--- src/rtl/bin2bcd_seq.sv ---
// bin2bcd_seq
//   Sequential binary-to-BCD converter (shift-and-add-3), one input bit per
//   clock. Optional two's-complement input, overflow detection with
//   saturation to all-nines, and a start/busy/done handshake.
//
// Parameters
//   WIDTH  : binary input width (>= 2)
//   DIGITS : number of BCD output digits (>= 1)
//   SIGNED : 1 = bin is two's complement (its magnitude is converted)
//
// Ports
//   clk    : clock, rising edge
//   rst    : asynchronous active-high reset
//   start  : conversion request, sampled only while idle
//   bin    : value to convert, sampled on the accepting edge
//   busy   : conversion in progress
//   done   : one-cycle pulse when bcd/neg/ovf update
//   bcd    : result, digit k at bcd[4k+3:4k], digit 0 = ones
//   neg    : result sign (always 0 when SIGNED=0)
//   ovf    : magnitude exceeded 10^DIGITS-1 (bcd saturated to all nines)
module bin2bcd_seq #(
   parameter int WIDTH  = 14,
   parameter int DIGITS = 5,
   parameter int SIGNED = 0
) (
   input  logic                  clk,
   input  logic                  rst,
   input  logic                  start,
   input  logic [WIDTH-1:0]      bin,
   output logic                  busy,
   output logic                  done,
   output logic [4*DIGITS-1:0]   bcd,
   output logic                  neg,
   output logic                  ovf
);

   localparam int CW = $clog2(WIDTH + 1);

   typedef enum logic {S_IDLE = 1'b0, S_SHIFT = 1'b1} state_t;

   state_t              r_state, w_state_nxt;
   logic                w_accept, w_last;

   logic [WIDTH-1:0]    r_m;
   logic [4*DIGITS-1:0] r_scr;
   logic                r_sticky;
   logic                r_sgn;
   logic [CW-1:0]       r_cnt;

   logic [4*DIGITS-1:0] r_bcd;
   logic                r_done, r_neg, r_ovf;

   logic                w_sgn_in;
   logic [WIDTH-1:0]    w_mag;
   logic [4*DIGITS-1:0] w_adj;
   logic [4*DIGITS-1:0] w_scr_sh;
   logic                w_ovf_now;
   logic                w_ovf_final;

   // Magnitude of the input; the most-negative value wraps to 2^(WIDTH-1),
   // which is the correct unsigned magnitude.
   assign w_sgn_in = (SIGNED != 0) ? bin[WIDTH-1] : 1'b0;
   assign w_mag    = w_sgn_in ? (~bin + 1'b1) : bin;

   // Per-digit add-3 correction, 4-bit with no carry between digits.
   for (genvar g = 0; g < DIGITS; g++) begin : g_adj
      assign w_adj[4*g +: 4] = (r_scr[4*g +: 4] >= 4'd5) ? (r_scr[4*g +: 4] + 4'd3)
                                                          : r_scr[4*g +: 4];
   end

   // Shift {scratch, m} left by one; the bit leaving the top digit is overflow.
   assign w_scr_sh    = {w_adj[4*DIGITS-2:0], r_m[WIDTH-1]};
   assign w_ovf_now   = w_adj[4*DIGITS-1];
   assign w_ovf_final = r_sticky | w_ovf_now;

   always_ff @(posedge clk or posedge rst) begin
      if (rst) r_state <= S_IDLE;
      else     r_state <= w_state_nxt;
   end

   always_comb begin
      w_state_nxt = r_state;
      w_accept    = 1'b0;
      w_last      = 1'b0;
      case (r_state)
         S_IDLE: begin
            if (start) begin
               w_accept    = 1'b1;
               w_state_nxt = S_SHIFT;
            end
         end
         S_SHIFT: begin
            if (r_cnt == CW'(1)) begin
               w_last      = 1'b1;
               w_state_nxt = S_IDLE;
            end
         end
         default: w_state_nxt = S_IDLE;
      endcase
   end

   always_ff @(posedge clk or posedge rst) begin
      if (rst) begin
         r_m      <= '0;
         r_scr    <= '0;
         r_sticky <= 1'b0;
         r_sgn    <= 1'b0;
         r_cnt    <= '0;
         r_bcd    <= '0;
         r_done   <= 1'b0;
         r_neg    <= 1'b0;
         r_ovf    <= 1'b0;
      end else begin
         r_done <= 1'b0;
         if (w_accept) begin
            r_m      <= w_mag;
            r_sgn    <= w_sgn_in;
            r_scr    <= '0;
            r_sticky <= 1'b0;
            r_cnt    <= CW'(WIDTH);
         end else if (r_state == S_SHIFT) begin
            r_m      <= {r_m[WIDTH-2:0], 1'b0};
            r_scr    <= w_scr_sh;
            r_sticky <= w_ovf_final;
            r_cnt    <= r_cnt - 1'b1;
            if (w_last) begin
               // Overflow on the final shift itself must also saturate.
               r_bcd  <= w_ovf_final ? {DIGITS{4'h9}} : w_scr_sh;
               r_ovf  <= w_ovf_final;
               r_neg  <= r_sgn;
               r_done <= 1'b1;
            end
         end
      end
   end

   assign busy = (r_state == S_SHIFT);
   assign done = r_done;
   assign bcd  = r_bcd;
   assign neg  = r_neg;
   assign ovf  = r_ovf;

endmodule

--- config.mk ---
export PLATFORM = sky130hd
export DESIGN_NAME = bin2bcd_seq
export DESIGN_NICKNAME = d
export VERILOG_FILES = /design/src/rtl/bin2bcd_seq.sv
export SDC_FILE = /design/constraint.sdc
export NUM_CORES = 1
export LEC_CHECK = 0
export CAP_MARGIN = 20
export CORE_ASPECT_RATIO = 1.25
export CORE_MARGIN = 2
export CORE_UTILIZATION = 40
export DETAILED_ROUTE_END_ITERATION = 8
export DONT_BUFFER_PORTS = 1
export PLACE_DENSITY = 0.61
export SLEW_MARGIN = 30
export SYNTH_ARGS = -nofsm -noshare
export SYNTH_HDL_FRONTEND = slang
export SYNTH_SLANG_ARGS = --single-unit
--- constraint.sdc ---
create_clock -name clk -period 2.39 [get_ports clk]
set_clock_uncertainty 0.05 [all_clocks]
set_input_delay 0.478 -clock clk [delete_from_list [all_inputs] [get_ports clk]]
set_output_delay 0.478 -clock clk [all_outputs]
set_load 0.01 [all_outputs]
# Word level (Yosys, flattened, before mapping)
# Index checks and enable logic that the tools add are counted.
[word_totals] output_inout_bits=24 elab_cells=48 register_bits=62 inputBits=17
[op_classes] reduce_logical=2 muxes=23 bitwise_logic=3 n_eq_ne=1 addsub=6 order_cmp=5
[ops] operator="$mux W20" count=3
[ops] operator="$mux W14" count=2
[ops] operator="$mux W4" count=7
[ops] operator="$add A4 B2 Y4 const B" count=5
[ops] operator="$ge A4 B3 Y1 const B" count=5
[ops] operator="$mux W1" count=10
[ops] operator="$eq A4 B1 Y1 const B" count=1
[ops] operator="$sub A4 B1 Y4 const B" count=1
[ops] operator="$reduce_and A3 Y1" count=1
[ops] operator="$not A1 Y1" count=2
[ops] operator="$pmux W1 S2" count=1
[ops] operator="$reduce_bool A2 Y1" count=1
[ops] operator="$or A1 B1 Y1" count=1

# Logic depth before layout (Yosys ltp)
[depth] word_depth=6 mapped_depth=8 depth_no_buf=6

# Worst setup path before layout
# Ideal clock, no wire load.
[synth_timing] path_type="register to register" start="reg r_scr[16]" end="reg r_bcd[11], in the netlist bcd[11]" arrival_ns=1.499 path_stages_with_launch=8 period_less_slack_ns=1.690 required_time_ns=2.199 setup_ns=0.141 path_slack_ns=0.700 cell_sequence="dfrtp_1 inv_1 ha_1 nand2b_1 nor3b_1 a211oi_1 clkbuf_1 a31oi_1"
[synth_between] elab_chain_len=4
[synth_lines] item="start: declaration" line_no="45" rtl="logic [4*DIGITS-1:0] r_scr;"
[synth_lines] item="start signal: assignment" line_no="123" rtl="r_scr <= w_scr_sh;"
[synth_lines] item="$add A4 B2 Y4 / $ge A4 B3 Y1 (equally long branches)" line_no="67" rtl="assign w_adj[4*g +: 4] = (r_scr[4*g +: 4] >= 4'd5) ? (r_scr[4*g +: 4] + 4'd3)"
[synth_lines] item="$mux W4 (*)" line_no="67"
[synth_lines] item="$or A1 B1 Y1 (*)" line_no="74" rtl="assign w_ovf_final = r_sticky | w_ovf_now;"
[synth_lines] item="$mux W20 (*)" line_no="128" rtl="r_bcd <= w_ovf_final ? {DIGITS{4'h9}} : w_scr_sh;"
[synth_lines] item="end signal: assignment" line_no="128"
[synth_lines] item="end: declaration" line_no="50" rtl="logic [4*DIGITS-1:0] r_bcd;"
# Every way passes the cells marked *; elsewhere a longest branch is shown, timed or not.
# A chain may end at the register's enable or synchronous reset.

# Worst setup path in the final report
[layout_timing] start="reg r_scr[16]" end="reg r_bcd[18], in the netlist bcd[18]"
[layout_between] elab_chain_len=4
[layout_lines] item="$add A4 B2 Y4 / $ge A4 B3 Y1 (equally long branches)" line_no="67"
[layout_lines] item="$mux W4 (*)" line_no="67"
[layout_lines] item="$or A1 B1 Y1" line_no="74"
[layout_lines] item="$mux W20 (*)" line_no="128"
# Marked as above.

==> results by group <==
Outcome
  • Outcome: complete, no violations

Detailed routing
  • Met2 wire len: 2850 µm
  • Met1 wire length: 2580 µm
  • DR iter-0 viols: 58
  • Vias per cell: 5.30
  • Average wire per standard cell: 14.7 µm
  • Post-DRT Antenna Nets: 0
  • Top sig layer: met4
  • Met3 WL: 328 µm
  • Detailed-route via count: 2088
  • WL final: 5790 µm
  • Drt drc: 0
  • Total iterations of the first detailed-routing run: 4

Synthesis
  • Async SR Flop Fraction: 100%
  • Cells after Synth: 298
  • Main flop type after synthesis: dfrtp_1
  • FF+latch count, synth: 62
  • Synth top area share: 51.6%
  • Synth Cell Area: 3010 µm²
  • Syn_area_per_cell: 10.1 µm²
  • Synth cell types: 29
  • Dominant cell type by area after synthesis: dfrtp_1
  • Most frequent cells after synthesis: 62 x dfrtp_1, 39 x o21ai_0, 26 x nand2_1, 19 x a21oi_1, 18 x nand3_1
  • Post-synth net total: 327
  • Sequential-to-total area share from yosys stat: 51.6%
  • Count leader, synth: dfrtp_1
  • Largest cells by area after synthesis: dfrtp_1 52%, o21ai_0 6.5%, ha_1 5.0%
  • Number of synthesized flops with an enable pin: 0
  • Ys Warns: 0

Timing
  • Worst slew margin: 58.9%
  • Final min period: 1940 ps
  • Max Clk Rate: 515 MHz
  • RSZ-0062 raised after global routing: false
  • Final Cycle Share: 81.3%
  • Final Hold Viols: 0
  • Worst-margin pin slew: 612 ps
  • Slew Limit Fails: 0
  • Setup violators final: 0
  • Fin Setup TNS: 0 ps
  • Min Hold Slack: 194 ps

Finish
  • Area added between synthesis and finish: 9.03%
  • Ant diodes: 0
  • Fin nets: 326
  • Area occupied by multi-input gates: 1290 µm²
  • Share of layout cells above drive strength 1: 12.6%
  • # fillers: 679
  • Flip-flop and latch area: 1550 µm²

Critical path
  • Crit path kind: reg2reg
  • Type of origin of the critical path: flip-flop
  • Setup crit end kind: flip-flop
  • FF-to-FF End: bcd[18]$_DFFE_PP0P_
  • Worst EP required: 2530 ps
  • Worst Reg-to-Reg Cells: 6
  • CP endpoint: bcd[18]$_DFFE_PP0P_
  • Reg2reg start: r_scr[16]$_DFFE_PP0P_
  • FF-to-FF setup slack: 450 ps
  • Worst path arrival time: 2090 ps
  • Crit Path Max Fanout: 10
  • Critical Path Start: r_scr[16]$_DFFE_PP0P_

GRT
  • Largest net degree at the start of global routing: 45
  • GRT Overall Usage: 15.5%
  • GRT Residual Overflow: 0
  • First-pass GRT wire length: 9780 µm
  • Initial antenna violation count: 0
  • Number of global-route vias before repair: 2100

Clock tree
  • H-tree levels: 3
  • Clk sinks: 62
  • Clock latency on the worst-skew pair: 330 ps
  • Bufs on Longest Clock Path: 2
  • Root buffer cell: clkbuf_8
  • TritonCTS clock tree: yes
  • CTS buffer count: 9
  • Worst-path clk slew: 70 ps
  • Postcts setup bufs: 0

Floorplanning
  • Core outline area: 7310 µm²
  • Die Y: 101 µm
  • Initial core utilization: 41.1%
  • Die X: 81.6 µm
  • I/O pins: 41
  • Total Die Area: 8230 µm²
  • Rows: 35

Worst hold path
  • Hold path startpoint: start
  • Hold/Removal Path Class: in2reg

Placed design
  • Port Buffer Count: 0
  • GP Congestion: 0.717
  • Post-DP HPWL: 3880 µm

Pwr
  • P_leak: 1.42 nW
  • VDD IR max: 0.548 mV
  • Pwr/cell area: 1300 nW/µm²

Flow run
  • Max Cap Viol: 0
-- worst max-delay path, cell delays in order, from the launching register on --
cell and delay (ps):
dfrtp_1 410, inv_1 90, ha_1 220, nand2b_1 90, nor3b_1 330, a211o_1 470, o31ai_1 150
-- registers in the layout (all words and copies together), names as in the netlist --
register / cells
ovf: 1
done: 1
r_m: 14
r_scr: 20
bcd: 20
r_sticky: 1
r_cnt: 4
busy: 1
-- worst min-delay path by stage --
stage,to,slack (ps),cells after the start
floorplan,r_m[10]$_DFFE_PP0P_,400,2
global placement,r_m[11]$_DFFE_PP0P_,340,1
detailed placement,r_m[11]$_DFFE_PP0P_,350,1
CTS,r_scr[0]$_DFFE_PP0P_,180,1
global route,r_scr[0]$_DFFE_PP0P_,190,1
finish,r_scr[0]$_DFFE_PP0P_,190,1
-- routing by layer --
layer	track usage, %	vias to the layer above
met4	5.08	0
li1	-	1038
met2	25.3	44
met5	0	-
met1	18.8	1002
met3	5.65	4
-- metrics by stage --
step | util, % | setup slack, ps | cell area, µm² | cells | power (W)
6_report | 44.8 | 448 | 3280 | 394 | 0.00428
5_1_grt | 44.8 | 309 | 3280 | 394 | 0.00466
4_1_cts | 44.8 | 424 | 3280 | 394 | 0.00434
3_5_place_dp | 42.2 | 447 | 3080 | 377 | 0.00347
3_3_place_gp | 42.2 | 532 | 3080 | 377 | 0.00338
2_1_floorplan | - | 321 | 3010 | 298 | 0.00308
-- what timing repair did --
item | 4_1_cts | 5_1_grt
hold buffers | 1 | 0
endpoints found under the hold margin | 18 | 0
resized for setup | 0 | 0
-- final cells by class --
cell class,count,area share (%)
tap,92,3.51
timing repair buffer,7,2.06
sequential,62,47.3
multi-input combinational,200,39.5
inverter,17,1.95
clock inverter,3,0.534
clock buffer,13,5.15
-- placed cells by master, fill, tap and decap left out --
master         netlist  routed
buf_12               0       1
nor2_1              15      15
inv_2                2       3
buf_4                1       5
a31oi_1             10      10
ha_1                12      12
mux2_2               5       5
nor3_1               3       3
o31ai_1              3       3
clkinvlp_4           0       1
dlygate4sd3_1        0       1
o21ai_0             39      39
inv_1               14      13
nand3_1             18      18
o31ai_2              8       8
a21oi_1             19      19
clkinv_2             0       2
or4b_1               1       1
conb_1               1       1
a211o_1              1       1
o21ai_2              1       1
nand2_1             26      26
mux2i_1             15      15
xnor2_1              6       6
nand2b_1             6       6
clkbuf_1             8       1
clkbuf_8             0      12
clkinv_1             1       1
dfrtp_1             62      62
a211oi_1             1       1
nor3b_1             10      10
-- power by group --
group	leakage [nW]	switching, W	internal [W]
Clock	0.0954	0.000396	0.000458
Sequential	0.768	0.000395	0.00147
Combinational	0.552	0.000918	0.000644
-- cell families (layout without fill, tap and decap cells) --
family	after synthesis	in the layout	share of synthesized area (%)
compound gates	82	82	16.6
other cells	1	1	0.125
buf+inv	36	40	5.37
fa+ha+maj	12	12	4.99
xor+xnor	6	6	1.75
flops	62	62	51.6
simple gates	79	79	12.7
mux	20	20	6.86
Power figures use the tool's default switching activity.
